===== src/rtl/core_rf_wb_arb_if.sv =====
// Writeback arbiter bus: ALU writeback, LSU load return, decode hazard lookup
// and the register-file write port.
interface core_rf_wb_arb_if;
  logic        alu_we_in;
  logic [4:0]  alu_rd_in;
  logic [31:0] alu_data_in;
  logic        alu_stall_out;
  logic        lsu_valid_in;
  logic [4:0]  lsu_rd_in;
  logic [31:0] lsu_data_in;
  logic        lsu_ready_out;
  logic [4:0]  dec_rs1_in;
  logic [4:0]  dec_rs2_in;
  logic [4:0]  dec_rd_in;
  logic        pend_hit_out;
  logic        rf_we_out;
  logic [4:0]  rf_rd_out;
  logic [31:0] rf_data_out;

  modport slave (
    input  alu_we_in, alu_rd_in, alu_data_in,
    input  lsu_valid_in, lsu_rd_in, lsu_data_in,
    input  dec_rs1_in, dec_rs2_in, dec_rd_in,
    output alu_stall_out, lsu_ready_out, pend_hit_out,
    output rf_we_out, rf_rd_out, rf_data_out
  );

  modport master (
    output alu_we_in, alu_rd_in, alu_data_in,
    output lsu_valid_in, lsu_rd_in, lsu_data_in,
    output dec_rs1_in, dec_rs2_in, dec_rd_in,
    input  alu_stall_out, lsu_ready_out, pend_hit_out,
    input  rf_we_out, rf_rd_out, rf_data_out
  );
endinterface


===== src/rtl/core_rf_wb_arb.sv =====
// Register-file write-port arbiter: ALU writes win, buffered load returns drain
// when idle or when the head has waited MAX_WAIT cycles.
module core_rf_wb_arb #(
  parameter int FIFO_DEPTH = 2,
  parameter int MAX_WAIT   = 4
) (
  input  logic               clk,
  input  logic               rst_n,
  core_rf_wb_arb_if.slave    bus
);
  localparam int AW = $clog2(FIFO_DEPTH);
  localparam int PW = AW + 1;
  localparam logic [3:0]    WAIT_MAX = 4'(MAX_WAIT);
  localparam logic [PW-1:0] DEPTH_P  = PW'(FIFO_DEPTH);

  logic [4:0]    r_fifo_rd   [FIFO_DEPTH];
  logic [31:0]   r_fifo_data [FIFO_DEPTH];
  logic [PW-1:0] r_wr_ptr;
  logic [PW-1:0] r_rd_ptr;
  logic [3:0]    r_wait_cnt;
  logic          r_rf_we;
  logic [4:0]    r_rf_rd;
  logic [31:0]   r_rf_data;

  logic [PW-1:0] w_count;
  logic          w_empty;
  logic          w_full;
  logic          w_force;
  logic          w_alu_req;
  logic          w_enq;
  logic          w_grant_fifo;
  logic          w_grant_alu;
  logic          w_pend_hit;
  logic [AW-1:0] w_head_idx;
  logic [AW-1:0] w_tail_idx;

  // Extra pointer bit distinguishes full from empty; occupancy is the difference.
  assign w_count    = r_wr_ptr - r_rd_ptr;
  assign w_empty    = (r_wr_ptr == r_rd_ptr);
  assign w_full     = (w_count == DEPTH_P);
  assign w_force    = !w_empty && (r_wait_cnt == WAIT_MAX);
  assign w_alu_req  = bus.alu_we_in && (bus.alu_rd_in != 5'd0);
  assign w_enq      = bus.lsu_valid_in && !w_full && (bus.lsu_rd_in != 5'd0);
  assign w_head_idx = r_rd_ptr[AW-1:0];
  assign w_tail_idx = r_wr_ptr[AW-1:0];

  // Write-port grant: forced drain, then ALU, then opportunistic drain.
  always_comb begin
    w_grant_fifo = 1'b0;
    w_grant_alu  = 1'b0;
    if (w_force) begin
      w_grant_fifo = 1'b1;
    end else if (w_alu_req) begin
      w_grant_alu = 1'b1;
    end else if (!w_empty) begin
      w_grant_fifo = 1'b1;
    end else begin
      w_grant_fifo = 1'b0;
      w_grant_alu  = 1'b0;
    end
  end

  // Hazard lookup over occupied slots, including the head leaving this cycle.
  always_comb begin
    logic [AW-1:0] idx;
    logic [4:0]    erd;
    w_pend_hit = 1'b0;
    idx        = '0;
    erd        = 5'd0;
    for (int i = 0; i < FIFO_DEPTH; i++) begin
      idx = w_head_idx + AW'(i);
      erd = r_fifo_rd[idx];
      if ((PW'(i) < w_count) && (erd != 5'd0) &&
          (((erd == bus.dec_rs1_in) && (bus.dec_rs1_in != 5'd0)) ||
           ((erd == bus.dec_rs2_in) && (bus.dec_rs2_in != 5'd0)) ||
           ((erd == bus.dec_rd_in)  && (bus.dec_rd_in  != 5'd0)))) begin
        w_pend_hit = 1'b1;
      end else begin
        w_pend_hit = w_pend_hit;
      end
    end
  end

  // Load-return storage; contents are only meaningful between the pointers.
  always_ff @(posedge clk) begin
    if (w_enq) begin
      r_fifo_rd[w_tail_idx]   <= bus.lsu_rd_in;
      r_fifo_data[w_tail_idx] <= bus.lsu_data_in;
    end
  end

  // Pointers, starvation counter and the registered write port.
  always_ff @(posedge clk or negedge rst_n) begin
    if (!rst_n) begin
      r_wr_ptr   <= '0;
      r_rd_ptr   <= '0;
      r_wait_cnt <= 4'd0;
      r_rf_we    <= 1'b0;
      r_rf_rd    <= 5'd0;
      r_rf_data  <= 32'd0;
    end else begin
      if (w_enq) begin
        r_wr_ptr <= r_wr_ptr + PW'(1);
      end
      if (w_grant_fifo) begin
        r_rd_ptr <= r_rd_ptr + PW'(1);
      end
      // A new head always starts its wait from zero.
      if (w_empty || w_grant_fifo) begin
        r_wait_cnt <= 4'd0;
      end else if (r_wait_cnt != WAIT_MAX) begin
        r_wait_cnt <= r_wait_cnt + 4'd1;
      end
      if (w_grant_fifo) begin
        r_rf_we   <= 1'b1;
        r_rf_rd   <= r_fifo_rd[w_head_idx];
        r_rf_data <= r_fifo_data[w_head_idx];
      end else if (w_grant_alu) begin
        r_rf_we   <= 1'b1;
        r_rf_rd   <= bus.alu_rd_in;
        r_rf_data <= bus.alu_data_in;
      end else begin
        r_rf_we   <= 1'b0;
      end
    end
  end

  assign bus.lsu_ready_out = !w_full;
  assign bus.alu_stall_out = w_force;
  assign bus.pend_hit_out  = w_pend_hit;
  assign bus.rf_we_out     = r_rf_we;
  assign bus.rf_rd_out     = r_rf_rd;
  assign bus.rf_data_out   = r_rf_data;
endmodule


===== src/flat_wrapper.sv =====
// flat-port wrapper written by rule: the top's interface ports become plain ports
module core_rf_wb_arb_flat 
#(
  parameter int FIFO_DEPTH = 2,
  parameter int MAX_WAIT   = 4
)
  (clk, rst_n, bus_alu_we_in, bus_alu_rd_in, bus_alu_data_in, bus_lsu_valid_in, bus_lsu_rd_in, bus_lsu_data_in, bus_dec_rs1_in, bus_dec_rs2_in, bus_dec_rd_in, bus_alu_stall_out, bus_lsu_ready_out, bus_pend_hit_out, bus_rf_we_out, bus_rf_rd_out, bus_rf_data_out);
  core_rf_wb_arb_if bus_i ();
  input  logic clk;
  input  logic rst_n;
  input wire logic [$bits(bus_i.alu_we_in)-1:0] bus_alu_we_in;
  input wire logic [$bits(bus_i.alu_rd_in)-1:0] bus_alu_rd_in;
  input wire logic [$bits(bus_i.alu_data_in)-1:0] bus_alu_data_in;
  input wire logic [$bits(bus_i.lsu_valid_in)-1:0] bus_lsu_valid_in;
  input wire logic [$bits(bus_i.lsu_rd_in)-1:0] bus_lsu_rd_in;
  input wire logic [$bits(bus_i.lsu_data_in)-1:0] bus_lsu_data_in;
  input wire logic [$bits(bus_i.dec_rs1_in)-1:0] bus_dec_rs1_in;
  input wire logic [$bits(bus_i.dec_rs2_in)-1:0] bus_dec_rs2_in;
  input wire logic [$bits(bus_i.dec_rd_in)-1:0] bus_dec_rd_in;
  output wire logic [$bits(bus_i.alu_stall_out)-1:0] bus_alu_stall_out;
  output wire logic [$bits(bus_i.lsu_ready_out)-1:0] bus_lsu_ready_out;
  output wire logic [$bits(bus_i.pend_hit_out)-1:0] bus_pend_hit_out;
  output wire logic [$bits(bus_i.rf_we_out)-1:0] bus_rf_we_out;
  output wire logic [$bits(bus_i.rf_rd_out)-1:0] bus_rf_rd_out;
  output wire logic [$bits(bus_i.rf_data_out)-1:0] bus_rf_data_out;
  assign bus_i.alu_we_in = bus_alu_we_in;
  assign bus_i.alu_rd_in = bus_alu_rd_in;
  assign bus_i.alu_data_in = bus_alu_data_in;
  assign bus_i.lsu_valid_in = bus_lsu_valid_in;
  assign bus_i.lsu_rd_in = bus_lsu_rd_in;
  assign bus_i.lsu_data_in = bus_lsu_data_in;
  assign bus_i.dec_rs1_in = bus_dec_rs1_in;
  assign bus_i.dec_rs2_in = bus_dec_rs2_in;
  assign bus_i.dec_rd_in = bus_dec_rd_in;
  assign bus_alu_stall_out = bus_i.alu_stall_out;
  assign bus_lsu_ready_out = bus_i.lsu_ready_out;
  assign bus_pend_hit_out = bus_i.pend_hit_out;
  assign bus_rf_we_out = bus_i.rf_we_out;
  assign bus_rf_rd_out = bus_i.rf_rd_out;
  assign bus_rf_data_out = bus_i.rf_data_out;
  core_rf_wb_arb #(.FIFO_DEPTH(FIFO_DEPTH), .MAX_WAIT(MAX_WAIT)) u_core (.clk(clk), .rst_n(rst_n), .bus(bus_i));
endmodule

===== config.mk =====
export PLATFORM = sky130hd
export DESIGN_NAME = core_rf_wb_arb_flat
export DESIGN_NICKNAME = d
export VERILOG_FILES = /design/src/rtl/core_rf_wb_arb_if.sv /design/src/rtl/core_rf_wb_arb.sv /design/src/flat_wrapper.sv
export SDC_FILE = /design/constraint.sdc
export NUM_CORES = 1
export LEC_CHECK = 0
export ABC_AREA = 1
export BUFFER_PORTS_ARGS = -buffer_cell sky130_fd_sc_hd__buf_2
export CORE_MARGIN = 3
export CORE_UTILIZATION = 49
export DETAILED_ROUTE_END_ITERATION = 10
export PLACE_DENSITY = 0.87
export SLEW_MARGIN = 25
export SYNTH_ARGS = -nofsm -noshare
export SYNTH_HDL_FRONTEND = slang
export SYNTH_SLANG_ARGS = --single-unit

===== constraint.sdc =====
create_clock -name clk -period 3.04 [get_ports clk]
set_input_delay 0.152 -clock clk [delete_from_list [all_inputs] [get_ports clk]]
set_output_delay 0.152 -clock clk [all_outputs]
set_load 0.1 [all_outputs]

## Word level (Yosys, flattened, before mapping)

Memories as Yosys holds them, arrays and structs flattened.
Cells that the tools add are included.

| cells by class | value |
|---|---|
| add/sub/neg operators | 5 |
| order comparisons | 2 |
| eq/ne operators | 10 |
| mux-type cells | 17 |
| reductions and logical operators | 30 |

Operator list:

| operator | number |
|---|---|
| 2-to-1 mux 32 bit | 2 |
| nonzero test 5 bit | 7 |
| == test 5 bit | 6 |
| logical AND 1 bit | 14 |
| 2-to-1 mux 1 bit | 11 |
| 2-to-1 mux 5 bit | 2 |
| 2-to-1 mux 4 bit | 2 |
| logical OR 1 bit | 5 |
| adder 2 x 1 -> 2 bit, second input constant | 2 |
| adder 4 x 1 -> 4 bit, second input constant | 1 |
| == test 4 x 3 -> 1 bit, second input constant | 1 |
| < comparator 1 x 2 -> 1 bit, first input constant | 2 |
| != test 4 x 3 -> 1 bit, second input constant | 1 |
| nonzero test 2 bit | 2 |
| == test 2 bit | 1 |
| == test 2 bit, second input constant | 1 |
| logical NOT 1 bit | 2 |
| subtractor 2 bit | 1 |
| adder 1 bit, second input constant | 1 |

| storage, ports and cells | value |
|---|---|
| register bits | 46 |
| memory bits (writable) | 74 |
| input bits | 93 |
| memories | 2 |

Memories:

| name | depth | width | read ports | clocked after Yosys merged registers in | wr ports | line | text |
|---|---|---|---|---|---|---|---|
| u_core.r_fifo_data | 2 | 32 | 1 | 0 | 1 | core_rf_wb_arb.sv:17 | `logic [31:0] r_fifo_data [FIFO_DEPTH];` |
| u_core.r_fifo_rd | 2 | 5 | 2 | 0 | 1 | core_rf_wb_arb.sv:16 | `logic [4:0] r_fifo_rd [FIFO_DEPTH];` |

## Depth between registers and ports, before layout

An unclocked memory read counts as a cell.

| depth | value |
|---|---|
| word-level depth | 8 |
| mapped depth | 12 |
| depth with buffers taken out | 10 |

## Worst setup path before layout

No wires, ideal clock.

| path | value |
|---|---|
| path kind | reg-to-reg |
| start point | register u_core.r_wr_ptr[0] |
| end point | memory u_core.r_fifo_data[0][0] (enable) |
| arrival time | 3.356 ns |
| data required time | 2.609 ns |
| setup slack | -0.747 ns |
| stages on the path, launching flop included | 8 |
| path buffers | 0 |
| path through | dfrtp_1 -> inv_1 -> ha_1 -> xnor2_2 -> inv_2 -> nand2_1 -> nand2_2 -> nor2_1 |

| between the ends | value |
|---|---|
| word-level cells in the longest chain between the ends | 7 |

Ends and longest elaborated chain:

| what | line | text |
|---|---|---|
| from (decl) | core_rf_wb_arb.sv:18 | `logic [PW-1:0] r_wr_ptr;` |
| from (signal assigned) | core_rf_wb_arb.sv:103 | `r_wr_ptr <= r_wr_ptr + PW'(1);` |
| subtractor 2 bit | core_rf_wb_arb.sv:38 | `assign w_count = r_wr_ptr - r_rd_ptr;` |
| == test 2 bit | core_rf_wb_arb.sv:40 | `assign w_full = (w_count == DEPTH_P);` |
| logical NOT 1 bit | n/a |  |
| via bus_lsu_ready_out | flat_wrapper.sv:21 | `output wire logic [$bits(bus_i.lsu_ready_out)-1:0] bus_lsu_ready_out;` |
| logical AND 1 bit (2 in series) | core_rf_wb_arb.sv:43 | `assign w_enq = bus.lsu_valid_in && !w_full && (bus.lsu_rd_in != 5'd0);` |
| 2-to-1 mux 1 bit | core_rf_wb_arb.sv:86 | `if (w_enq) begin` |
| 2-to-1 mux 1 bit (not written as such) | core_rf_wb_arb.sv:88 | `r_fifo_data[w_tail_idx] <= bus.lsu_data_in;` |
| to (decl) | core_rf_wb_arb.sv:17 |  |

The timed path passes the listed nets, and every way through them passes these cells.

## Final worst setup path

| path | value |
|---|---|
| start point | register u_core.r_rd_ptr[0] |
| end point | output port bus_pend_hit_out |

| between the ends | value |
|---|---|
| word-level cells in the longest chain between the ends | 8 |
| elaborated cells between the ends (all ways) | 29 |

Ends and longest elaborated chain:

| what | line | text |
|---|---|---|
| from (decl) | core_rf_wb_arb.sv:19 | `logic [PW-1:0] r_rd_ptr;` |
| from (signal assigned) | core_rf_wb_arb.sv:106 | `r_rd_ptr <= r_rd_ptr + PW'(1);` |
| adder 1 bit / memory (2 x 5 bit) (equally long branches) | n/a |  |
| memory (2 x 5 bit), or another cell as far along | n/a |  |
| == test 5 bit, or another cell as far along | core_rf_wb_arb.sv:74 | `(((erd == bus.dec_rs1_in) && (bus.dec_rs1_in != 5'd0)) \|\|` |
| logical AND 1 bit, or another cell as far along | core_rf_wb_arb.sv:74 |  |
| logical OR 1 bit, on equally long branches | core_rf_wb_arb.sv:74, core_rf_wb_arb.sv:75 |  |
| logical OR 1 bit / logical AND 1 bit (equally long branches) | core_rf_wb_arb.sv:75, core_rf_wb_arb.sv:73 |  |
| logical AND 1 bit / 2-to-1 mux 1 bit (equally long branches) | core_rf_wb_arb.sv:73 | `if ((PW'(i) < w_count) && (erd != 5'd0) &&` |
| 2-to-1 mux 1 bit (*) | core_rf_wb_arb.sv:73 |  |
| to (decl) | flat_wrapper.sv:22 | `output wire logic [$bits(bus_i.pend_hit_out)-1:0] bus_pend_hit_out;` |

Mark *: on every way between the ends. The rest lies on a longest branch, timed or not.

==> impl_metrics.csv <==
group,metric,value,unit
clock_network,path_clk_slew,0.06,ns
logic_synthesis,synth_edf_count,74,
route,antenna_left,0,
clock_network,cts_buffer_depth,2,
sta,final-setup-viol-count,0,
sta,final.period_utilization,82.3,%
cells_and_area,nets,976,
worst_setup_path,r2r_slack,0.63,ns
logic_synthesis,ys_types,28,
worst_setup_path,worstPathRequired,2.89,ns
die,die_h,115,um
worst_setup_path,cp_data_arrival_time,2.35,ns
sta,fin_crit,2.50,ns
logic_synthesis,syn_inst,709,
worst_setup_path,slowest_stage,"dfrtp_2",
route,drt_first_pass_iters,5,
logic_synthesis,synth_seq_cells,120,
grt,grt_antenna_before_repair,1,
sta,rsz0062_at_grt,"false",
route,drc,0,
logic_synthesis,yosysTopAreaCellShare,38.0,%
die,dieArea,13300,um^2
sta,setup_tns,0,ns
logic_synthesis,synth-seq-area-share,57.7,%
logic_synthesis,synth.most_common_cell,"nand2_1",
placement,dp_hpwl,9.49,mm
grt,use_met2,39.0,%
job,max_cap_viol_count,0,
logic_synthesis,ys.flop_type,"edfxtp_1",
sta,slew_headroom,45.3,%
die,start_util,50.7,%
cells_and_area,final_layout_size_suffix_gt1_share,20.8,%
cells_and_area,area.growth.synth_to_final,30.9,%
logic_synthesis,syn_area,5840,um^2
clock_network,cts_tree,"yes",
die,ios,134,
worst_setup_path,path_cells,"inv_2 > nand2_1 > nand2_1 > nand2_1 > nand2_1 > nor2_1 > nand3_1 > nand3_1 > nand2_1 > nand2_1 > buf_12",
cells_and_area,fillers,871,
logic_synthesis,synth_top_area_cell,"edfxtp_1",
logic_synthesis,ys_top_cells_by_area,"edfxtp_1 38%, nand2_1 26%, dfrtp_1 20%",
cells_and_area,n_antenna_cell,0,
worst_setup_path,path_max_fanout,20,
route,drt-initial-drc-count,500,
grt,use_met1,28.7,%
grt,grt-busiest-layer,"met2",
sta,tightest_slew,0.821,ns
grt,grt_pass1_wl,24.1,mm
logic_synthesis,syn_nets,805,
sta,slew_violations,0,
clock_network,postCtsSetupRepairBufs,0,
worst_hold_path,hold_class,"in2reg",
placement,place_congestion,0.894,
die,coreArea,11500,um^2
outcome,outcome,"complete, no violations",
sta,fin_worst_skew,0.0108,ns
route,avgViaCountPerCell,5.01,
grt,grt_usage,23.5,%
route,wl_per_cell,14.4,um
clock_network,cts_buffers,17,
clock_network,clkSinkCount,120,
clock_network,cts-root-buf,"clkbuf_16",
clock_network,cts-resized-gates,0,
grt,grt_pass1_vias,4936,
sta,fmax,400,MHz
worst_setup_path,cpMostUsedCell,"nand2_1",
worst_setup_path,worstSetupStartpointType,"register",
grt,grt_overflow,0,
die,die_w,115,um
logic_synthesis,synth-warning-count,0,
clock_network,cts-htree-levels,4,
placement,io_buffers,133,
grt,grt_util_met3,6.26,%
worst_setup_path,critical_path.max_stage_delay,0.57,ns
sta,hold_slack,0.0245,ns
clock_network,worst_skew_pair.late_latency,0.41,ns
die,placementRows,39,
grt,grt_max_degree,43,
route,route.final.wire_length,15.0,mm
worst_setup_path,end_kind,"primary output",
route,vias,5187,
sta,final-hold-violation-count,0,
logic_synthesis,synth_commonest_cells,"407 x nand2_1, 74 x edfxtp_1, 46 x dfrtp_1, 46 x nand3_1, 40 x nor2_1",
logic_synthesis,synth_area_per_cell,8.24,um^2
worst_setup_path,path_class,"reg2out",
logic_synthesis,synth_async_sr_flop_share,38.3,%
==> cells by family after synthesis <==
| kind of cell | synth area share [%] |
|---|---|
| AOI/OAI and AO/OA | 1.11 |
| xor gates and xnor gates | 0.878 |
| adders and majority gates | 0.642 |
| buffers and inverters | 5.03 |
| DFF | 57.7 |
| and+or+nand+nor | 34.6 |
==> critical path, delay by kind of cell, from the launching register on <==
family        cells  cell delay, ns
simple gates      9            0.96
buf+inv           2            0.41
flops             1            0.57
==> what timing repair did <==
action                                  in CTS  in global routing
hold buffers                                39                  0
hold endpoints to repair                   109                  0
endpoints found under the setup margin       0                  0
==> sequential cells by signal, indices dropped and copies added, names as in the netlist <==
register,flops
u_core.r_fifo_data,64
u_core.bus.rf_data_out,32
u_core.r_fifo_rd,10
u_core.bus.rf_rd_out,5
u_core.r_wait_cnt,4
u_core.r_rd_ptr,2
u_core.r_wr_ptr,2
u_core.bus.rf_we_out,1
==> metal layers <==
layer,share of wire (%),up-vias
met1,40,2320
met5,0.047,-
met3,8.4,41
met2,49,246
met4,3.0,2
li1,-,2578
==> path summary, 6_finish.rpt <==
path	from	end	cells past startpoint
worst max-delay path	u_core.r_rd_ptr[0]$_DFFE_PN0N_	bus_pend_hit_out	11
worst min-delay path	bus_alu_data_in[19]	u_core.bus.rf_data_out[19]$_DFFE_PN0P_	5
worst max register to register	u_core.r_rd_ptr[0]$_DFFE_PN0N_	u_core.bus.rf_data_out[20]$_DFFE_PN0P_	9
worst min register to register	u_core.bus.rf_data_out[4]$_DFFE_PN0P_	u_core.bus.rf_data_out[4]$_DFFE_PN0P_	2
max in group asynchronous	rst_n	u_core.bus.rf_data_out[0]$_DFFE_PN0P_	3
min in group asynchronous	rst_n	u_core.bus.rf_data_out[22]$_DFFE_PN0P_	2
==> area by class of cell <==
type	instances	area (um^2)	area share, %
inverter	37	141	1.85
clock buffer	25	495	6.48
tap	143	179	2.34
sequential	120	3370	44.1
multi-input combinational	526	2190	28.6
clock inverter	7	140	1.83
timing repair buffer	178	1130	14.8
==> cells in the final DEF, fill, tap and decap left out, types with 2 or more instances in the layout <==
cell type and count:
buf_12 2, o211ai_1 4, nand2_1 407, nor2_4 3
nor3_1 2, dfrtp_1 45, bufinv_16 4, buf_4 5
a21oi_1 4, buf_2 132, nand2_2 6, ha_1 3
clkbuf_16 17, nor2_1 39, clkbuf_8 4, clkinvlp_4 2
inv_2 4, xor2_1 3, edfxtp_1 74, inv_1 32
o21ai_0 2, dlygate4sd3_1 39, clkbuf_1 4, nand3_1 46
==> through the flow <==
stage	utilization (%)	cell area, um^2	setup WS [ns]	cells
after floorplan	-	5850	0.164	709
after global placement	57.5	6620	0.786	965
after detailed placement	57.5	6620	0.706	965
after CTS	66.4	7650	0.530	1036
after global routing	66.4	7650	0.362	1036
final	66.4	7650	0.538	1036
Power is not shown: default switching activity piles up to over one toggle a cycle in this logic, so the estimate is an artifact.
